===== src/rtl/mant_seq_mult_pkg.sv =====
// Shared definitions for the sequential mantissa multiplier: FSM encoding
// and the default mantissa width (hidden bit included).
package mant_seq_mult_pkg;

  localparam int SIZE_DEFAULT = 24;

  typedef enum logic [1:0] {
    IDLE = 2'd0,
    CALC = 2'd1,
    DONE = 2'd2
  } state_e;

endpackage


===== src/rtl/mant_seq_mult_adder.sv =====
// SIZE-bit ripple-carry adder; the carry-out becomes bit SIZE of the
// partial-product sum in the multiplier.
module mant_seq_mult_adder
  import mant_seq_mult_pkg::*;
#(
  parameter int SIZE = SIZE_DEFAULT
) (
  input  logic [SIZE-1:0] a,
  input  logic [SIZE-1:0] b,
  output logic [SIZE-1:0] sum,
  output logic            cout
);

  logic [SIZE:0] carry;

  always_comb begin
    carry = '0;
    sum   = '0;
    for (int i = 0; i < SIZE; i++) begin
      sum[i]     = a[i] ^ b[i] ^ carry[i];
      carry[i+1] = (a[i] & b[i]) | (carry[i] & (a[i] ^ b[i]));
    end
    cout = carry[SIZE];
  end

endmodule


===== src/rtl/mant_seq_mult.sv =====
// Shift-and-add unsigned mantissa multiplier, one multiplier bit per cycle.
// Optional normalisation outputs are enabled with macro MANT_NORM_EN.
module mant_seq_mult
  import mant_seq_mult_pkg::*;
#(
  parameter int SIZE = SIZE_DEFAULT
) (
  input  logic              clk,
  input  logic              rst,
  input  logic              start,
  input  logic [SIZE-1:0]   a,
  input  logic [SIZE-1:0]   b,
  output logic              busy,
  output logic              done,
  output logic [2*SIZE-1:0] prod
`ifdef MANT_NORM_EN
  ,
  output logic [SIZE-2:0]   norm_mant,
  output logic              exp_inc
`endif
);

  localparam int CNT_W = $clog2(SIZE + 1);
  localparam logic [CNT_W-1:0] LAST = CNT_W'(SIZE - 1);

  state_e              state_q, state_d;
  logic [SIZE-1:0]     mcand_q, mcand_d;
  logic [SIZE-1:0]     acc_q, acc_d;
  logic [SIZE-1:0]     mplier_q, mplier_d;
  logic [CNT_W-1:0]    cnt_q, cnt_d;
  logic [2*SIZE-1:0]   prod_q, prod_d;
  logic                busy_q, busy_d;
  logic                done_q, done_d;
  logic [SIZE-1:0]     addend;
  logic [SIZE-1:0]     sum;
  logic                cout;
`ifdef MANT_NORM_EN
  logic [SIZE-2:0]     norm_mant_q, norm_mant_d;
  logic                exp_inc_q, exp_inc_d;
`endif

  assign addend = mplier_q[0] ? mcand_q : '0;

  mant_seq_mult_adder #(.SIZE(SIZE)) u_adder (
    .a    (acc_q),
    .b    (addend),
    .sum  (sum),
    .cout (cout)
  );

  always_comb begin
    state_d  = state_q;
    mcand_d  = mcand_q;
    acc_d    = acc_q;
    mplier_d = mplier_q;
    cnt_d    = cnt_q;
    prod_d   = prod_q;
    done_d   = 1'b0;
    case (state_q)
      IDLE, DONE: begin
        if (start) begin
          state_d  = CALC;
          mcand_d  = a;
          mplier_d = b;
          acc_d    = '0;
          cnt_d    = '0;
        end else begin
          state_d = IDLE;
        end
      end
      CALC: begin
        // {carry, sum, multiplier} shifted right one place
        acc_d    = {cout, sum[SIZE-1:1]};
        mplier_d = {sum[0], mplier_q[SIZE-1:1]};
        cnt_d    = cnt_q + 1'b1;
        if (cnt_q == LAST) begin
          state_d = DONE;
          done_d  = 1'b1;
          prod_d  = {cout, sum, mplier_q[SIZE-1:1]};
        end
      end
      default: state_d = IDLE;
    endcase
    busy_d = (state_d == CALC);
  end

`ifdef MANT_NORM_EN
  always_comb begin
    exp_inc_d   = prod_d[2*SIZE-1];
    norm_mant_d = prod_d[2*SIZE-1] ? prod_d[2*SIZE-2:SIZE] : prod_d[2*SIZE-3:SIZE-1];
  end
`endif

  always_ff @(posedge clk) begin
    if (rst) begin
      state_q     <= IDLE;
      mcand_q     <= '0;
      acc_q       <= '0;
      mplier_q    <= '0;
      cnt_q       <= '0;
      prod_q      <= '0;
      busy_q      <= 1'b0;
      done_q      <= 1'b0;
`ifdef MANT_NORM_EN
      norm_mant_q <= '0;
      exp_inc_q   <= 1'b0;
`endif
    end else begin
      state_q     <= state_d;
      mcand_q     <= mcand_d;
      acc_q       <= acc_d;
      mplier_q    <= mplier_d;
      cnt_q       <= cnt_d;
      prod_q      <= prod_d;
      busy_q      <= busy_d;
      done_q      <= done_d;
`ifdef MANT_NORM_EN
      norm_mant_q <= norm_mant_d;
      exp_inc_q   <= exp_inc_d;
`endif
    end
  end

  assign busy = busy_q;
  assign done = done_q;
  assign prod = prod_q;
`ifdef MANT_NORM_EN
  assign norm_mant = norm_mant_q;
  assign exp_inc   = exp_inc_q;
`endif

endmodule


===== config.mk =====
export PLATFORM = sky130hd
export DESIGN_NAME = mant_seq_mult
export DESIGN_NICKNAME = d
export VERILOG_FILES = /design/src/rtl/mant_seq_mult_pkg.sv /design/src/rtl/mant_seq_mult_adder.sv /design/src/rtl/mant_seq_mult.sv
export SDC_FILE = /design/constraint.sdc
export NUM_CORES = 1
export LEC_CHECK = 0
export BUFFER_PORTS_ARGS = -buffer_cell sky130_fd_sc_hd__buf_2
export CAP_MARGIN = 0
export CORE_AREA = 4 4 129 131
export DETAILED_ROUTE_END_ITERATION = 7
export DIE_AREA = 0 0 133 135
export PLACE_DENSITY = 0.61
export SLEW_MARGIN = 20
export SYNTH_ARGS = -nofsm -noshare
export SYNTH_HDL_FRONTEND = slang
export SYNTH_SLANG_ARGS = --single-unit

===== constraint.sdc =====
create_clock -name clk -period 10.5 [get_ports clk]
set_clock_uncertainty 0.05 [all_clocks]
set_input_delay 0.525 -clock clk [delete_from_list [all_inputs] [get_ports clk]]
set_output_delay 0.525 -clock clk [all_outputs]
set_load 0.01 [all_outputs]

==> results_dict.tcl, run 1 <==
set metrics [dict create \
    clk_latency_ps 410 \
    cpMostUsedCell "fa_1" \
    cap_violations 0 \
    max_freq_ghz 0.0998 \
    combPwrFrac 0.075 \
    layout_common_cells "129 x dfxtp_1, 99 x buf_2, 76 x a21oi_1, 75 x nand2b_1, 72 x nand2_1" \
    p_leak_nw 2.60 \
    vias_per_cell 4.96 \
    required_ps 10750 \
    rsz0062_at_grt "no" \
    pwr-share-clk 0.472 \
    path_max_fanout 24 \
    dieHeight_um 135 \
    drt_first_pass_iters 4 \
    rr_worst_depth 28 \
    core.rowCount 46 \
    setup_viol 0 \
    multiInputGateArea_mm2 0.00310 \
    crit_start "mplier_q[0]" \
    grt_pass1_wl_um 22600 \
    arrival_ps 10260 \
    grtUsageTotal 0.154 \
    core_area_mm2 0.0156 \
    p_int_uw 867 \
    min_to "mcand_q[13]" \
    grt_pass1_vias 4724 \
    synth_area_mm2 0.00608 \
    dp.final_hpwl_um 8650 \
    area_growth_pct 17.1 \
    mostFrequentLayoutCell "dfxtp_1" \
    synth_seq_area_share 0.424 \
    synth-xor-area-share 0 \
    synth_top_family_by_area "simple AND/OR/NAND/NOR gates" \
    io_pins 101 \
    worstHoldStart "a[13]" \
    clockRootBuffer "clkbuf_16" \
    syn_area_per_cell_um2 9.36 \
    post_cts_resized 0 \
    clock_sinks 129 \
    die_w_um 133 \
    min_path_cells 3 \
    fp.dieArea_mm2 0.0180 \
    totalWireLength_um 13500 \
    cp-start-kind "register" \
    grt_remaining_overflow 0 \
    ys_ff_latch 129 \
    tns_ps 0 \
    fin_ws_ps 483 \
    sw_frac_of_total 0.234 \
    p_seq_frac 0.453 \
    rr_startpoint "mplier_q[0]" \
    dpl.cell_count 913 \
    hp-class "input port to register" \
    gp_congestion 0.784 \
    cp_slowest_cell "fa_1" \
    p_total_mw 1.13 \
    drive_above_1_share 0.224 \
    p_per_area_mw_per_mm2 159 \
    r2r_end "prod[46]" \
    hold_viol 0 \
    synth_cell_types 33 \
    num_vias 4685 \
    clk_path_buf_depth 2 \
    final.period_utilization 0.954 \
    worstMarginPinSlew_ps 1030 \
    portBuffers 100 \
    synth_cells 650 \
    synth_nets 726 \
    cts_tree "built" \
    fillers 1512 \
    cts_buffers 17 \
    path_clk_slew_ps 50 \
    antenna_left 0 \
    netSwitchingPower_uw 265 \
    setup.worst_path.class "register to register" \
    peakVddDrop_v 0.000128 \
    period_needed_ps 10020 \
    hold_buffers 0 \
    synth.area.mux_share 0.0471 \
    final_nets 792 \
    h-tree-depth 4 \
    slew_viol_final 0 \
    worstSetupEndpointType "register" \
    grt_antenna_before_repair 0 \
    synth_simple_gate_area_share 0.209 \
    grt_max_degree 117 \
    drc 0 \
    synth_compound_area_frac 0.169 \
    hold_slack_ps 299 \
    yosys_warnings 0 \
    relSlewSlack 0.316 \
    final_cells 944 \
    critical-path-max-stage-delay_ps 470 \
    dp_slack_ps 535 \
    initial_core_util 0.390 \
    regArea_mm2 0.00258 \
    first_iter_violations 203 \
    synthAdderAreaFrac 0.0798 \
    cts_setup_buffers 0 \
    reg2reg_slack_ps 480 \
    antenna_cells 0 \
    wl_per_cell_um 14.3 \
    status "finished clean" \
]
[worst max-delay path by stage]
stage                          end  slack (ps)  depth (start not counted)
after floorplan           prod[46]         820                         28
after global placement    prod[46]         600                         28
after CTS                 prod[46]         440                         28
after global routing      prod[46]          60                         28
after detailed placement  prod[46]         540                         28
final                     prod[46]         480                         28
[synthesized netlist by cell type]
master | instances | area (um^2)
mux2i_1 | 26 | 260
ha_1 | 2 | 25.0
or3_1 | 1 | 6.26
nand4_1 | 1 | 6.26
a31oi_1 | 1 | 6.26
mux2_4 | 1 | 15.0
nor2_8 | 1 | 20.0
nor3b_1 | 1 | 7.51
a21oi_1 | 76 | 380
nor2_1 | 3 | 11.3
nand3_1 | 53 | 265
mux2_2 | 1 | 11.3
o21ai_2 | 8 | 70.1
clkbuf_1 | 14 | 52.6
a22oi_1 | 24 | 180
nor3_1 | 2 | 10.0
nand2b_1 | 77 | 482
o41ai_1 | 6 | 52.6
and2_1 | 3 | 18.8
fa_1 | 23 | 460
o41ai_2 | 16 | 260
nor2b_1 | 24 | 150
o21ai_1 | 7 | 35.0
buf_6 | 9 | 101
a211oi_1 | 1 | 7.51
o21ai_0 | 7 | 35.0
nand2_1 | 72 | 270
nand4b_4 | 1 | 23.8
buf_4 | 3 | 22.5
clkbuf_2 | 1 | 5.00
buf_2 | 32 | 160
inv_1 | 24 | 90.1
dfxtp_1 | 129 | 2580
[sequential cells by signal (all words and copies together), names as in the netlist]
| signal | count |
|---|---|
| cnt_q | 5 |
| done | 1 |
| mplier_q | 24 |
| busy | 1 |
| acc_q | 24 |
| state_q | 2 |
| mcand_q | 24 |
| prod | 48 |
[area by class of cell]
type                       instances  share of cell area
sequential                       129               0.363
tap                              216              0.0379
clock buffer                      25              0.0667
multi-input combinational        438               0.435
clock inverter                     6             0.00808
timing repair buffer             106              0.0775
inverter                          24              0.0126
[per-layer routing]
metal	part of all wire	routed length, um	GRT usage
met1	0.45	6050	0.193
met2	0.48	6410	0.251
met3	0.054	729	0.0440
met4	0.020	269	0.0635
met5	0	0	0
[power groups by stage]
stage,Clock (mW),Combinational (mW),Sequential [mW]
final,0.534,0.0850,0.513
after global placement,0,0.0846,0.523
after floorplan,0,0.0650,0.521
after global routing,0.569,0.0954,0.514
after CTS,0.551,0.0865,0.513
after detailed placement,0,0.0863,0.523
[through the flow]
step,cell area [um^2],util
after detailed placement,6590,0.422
after global routing,7120,0.457
after floorplan,6080,-
after CTS,7120,0.456
final,7120,0.457
after global placement,6590,0.422
[kinds of logic after synthesis]
family,count (synthesis)
mux,28
compound gates,146
flops,129
fa+ha+maj,25
buf+inv,83
simple gates,239
[critical path: cells and delay by family, from the launching register on]
family	cells	cell delay [ps]
AO/OA/AOI/OAI	1	330
adder cells (fa/ha/maj)	23	8750
buffers and inverters	3	340
flip-flops	1	340
AND/OR/NAND/NOR	1	100
Note: power is estimated with default switching activity, not from simulation.
==> run 2: changes to the inputs <==
Settings changed: PLACE_DENSITY 0.61 to 0.59.
Clock period 10.5 ns to 10.8 ns, I/O delays scaled along.
==> results_dict.tcl, run 2 (synthesis results as in run 1) <==
set metrics [dict create \
    rsz0062_at_grt "no" \
    wl_per_cell_um 13.9 \
    dp.final_hpwl_um 8480 \
    worstSetupEndpointType "register" \
    clock_sinks 129 \
    critical-path-max-stage-delay_ps 460 \
    cap_violations 0 \
    final_nets 792 \
    grt_antenna_before_repair 0 \
    required_ps 11050 \
    cts_tree "built" \
    drt_first_pass_iters 4 \
    p_per_area_mw_per_mm2 167 \
    drive_above_1_share 0.230 \
    dp_slack_ps 768 \
    grt_remaining_overflow 0 \
    hp-class "input port to register" \
    final_core_util 0.464 \
    grt_pass1_vias 4604 \
    cts_setup_buffers 0 \
    cpLargestDelayFamily "adder cells" \
    antenna_left 0 \
    grt_max_degree 116 \
    wl_met1_um 6210 \
    layout_common_cells "129 x dfxtp_1, 99 x buf_2, 76 x a21oi_1, 75 x nand2b_1, 72 x nand2_1" \
    hold_viol 0 \
    mostFrequentLayoutCell "dfxtp_1" \
    tns_ps 0 \
    area_growth_pct 19.0 \
    final_cells 945 \
    die_w_um 133 \
    route.met2.wl_um 6160 \
    status "finished clean" \
    max_freq_ghz 0.0995 \
    dieHeight_um 135 \
    vias_per_cell 4.83 \
    path_max_fanout 24 \
    portBuffers 100 \
    arrival_ps 10300 \
    core_area_mm2 0.0156 \
    fin_area_mm2 0.00724 \
    crit_buf_inv 3 \
    core.rowCount 46 \
    relSlewSlack 0.314 \
    first_iter_violations 246 \
    clk_latency_ps 410 \
    period_needed_ps 10050 \
    clk_path_buf_depth 2 \
    largest_reg_flops 48 \
    h-tree-depth 4 \
    hold_buffers 0 \
    gp_congestion 0.769 \
    cpMostUsedCell "fa_1" \
    totalWireLength_um 13100 \
    worstMarginPinSlew_ps 1030 \
    fp.dieArea_mm2 0.0180 \
    fin_ws_ps 748 \
    cts_buffers 17 \
    slew_viol_final 0 \
    cp_slowest_cell "fa_1" \
    postPlaceCellArea_mm2 0.00659 \
    cp-start-kind "register" \
    num_vias 4561 \
    peakVddDrop_v 0.000106 \
    path_clk_slew_ps 60 \
    grtUsageTotal 0.152 \
    io_pins 101 \
    setup.worst_path.class "register to register" \
    p_leak_nw 2.66 \
    drc 0 \
    met3_length_um 606 \
    antenna_cells 0 \
    initial_core_util 0.390 \
    clockRootBuffer "clkbuf_16" \
    grt_pass1_wl_um 22400 \
    dpl.cell_count 913 \
    topRoutingLayerUsed "met4" \
    final.period_utilization 0.931 \
    setup_viol 0 \
    post_cts_resized 0 \
]
run 2: path summary, 6_finish.rpt:
check	start	to	slack, ps	cells past startpoint
setup / recovery	mplier_q[0]	prod[46]	750	28
setup reg to reg	mplier_q[0]	prod[46]	750	28
hold / removal	a[14]	mcand_q[14]	320	3
hold reg to reg	mcand_q[21]	mcand_q[21]	400	2
run 2: report_power, final:
| group | leakage, nW | internal, mW | switching, mW |
|---|---|---|---|
| registers | 1.05 | 0.490 | 0.00861 |
| logic | 1.29 | 0.0277 | 0.0536 |
| clock network | 0.316 | 0.427 | 0.203 |
run 2: final cells by class:
class,instances,area (um^2)
Inverter,24,90.1
Timing Repair Buffer,106,548
Fill cell,1517,8360
Sequential cell,129,2580
Clock inverter,10,180
Clock buffer,22,474
Tap cell,216,270
Multi-Input combinational cell,438,3100
run 2: worst register-to-register path: cells and delay by family, from the launching register on:
kind                       cells  cell delay [ps]
AOI/OAI and AO/OA              1              330
adders and majority gates     23             8760
buffers and inverters          3              380
DFF                            1              310
and+or+nand+nor                1              110
run 2: per-layer routing:
layer  up-vias  track usage
met5         -            0
met4         0       0.0560
met3        12       0.0436
met2       103        0.242
met1      2114        0.197
li1       2332            -
run 2: metrics by stage:
step / power (mW) / hold slack (ps)
global placement: 0.590 / 391
CTS: 1.23 / 301
floorplan: 0.569 / 382
global route: 1.26 / 309
detailed placement: 0.592 / 396
finish: 1.21 / 324
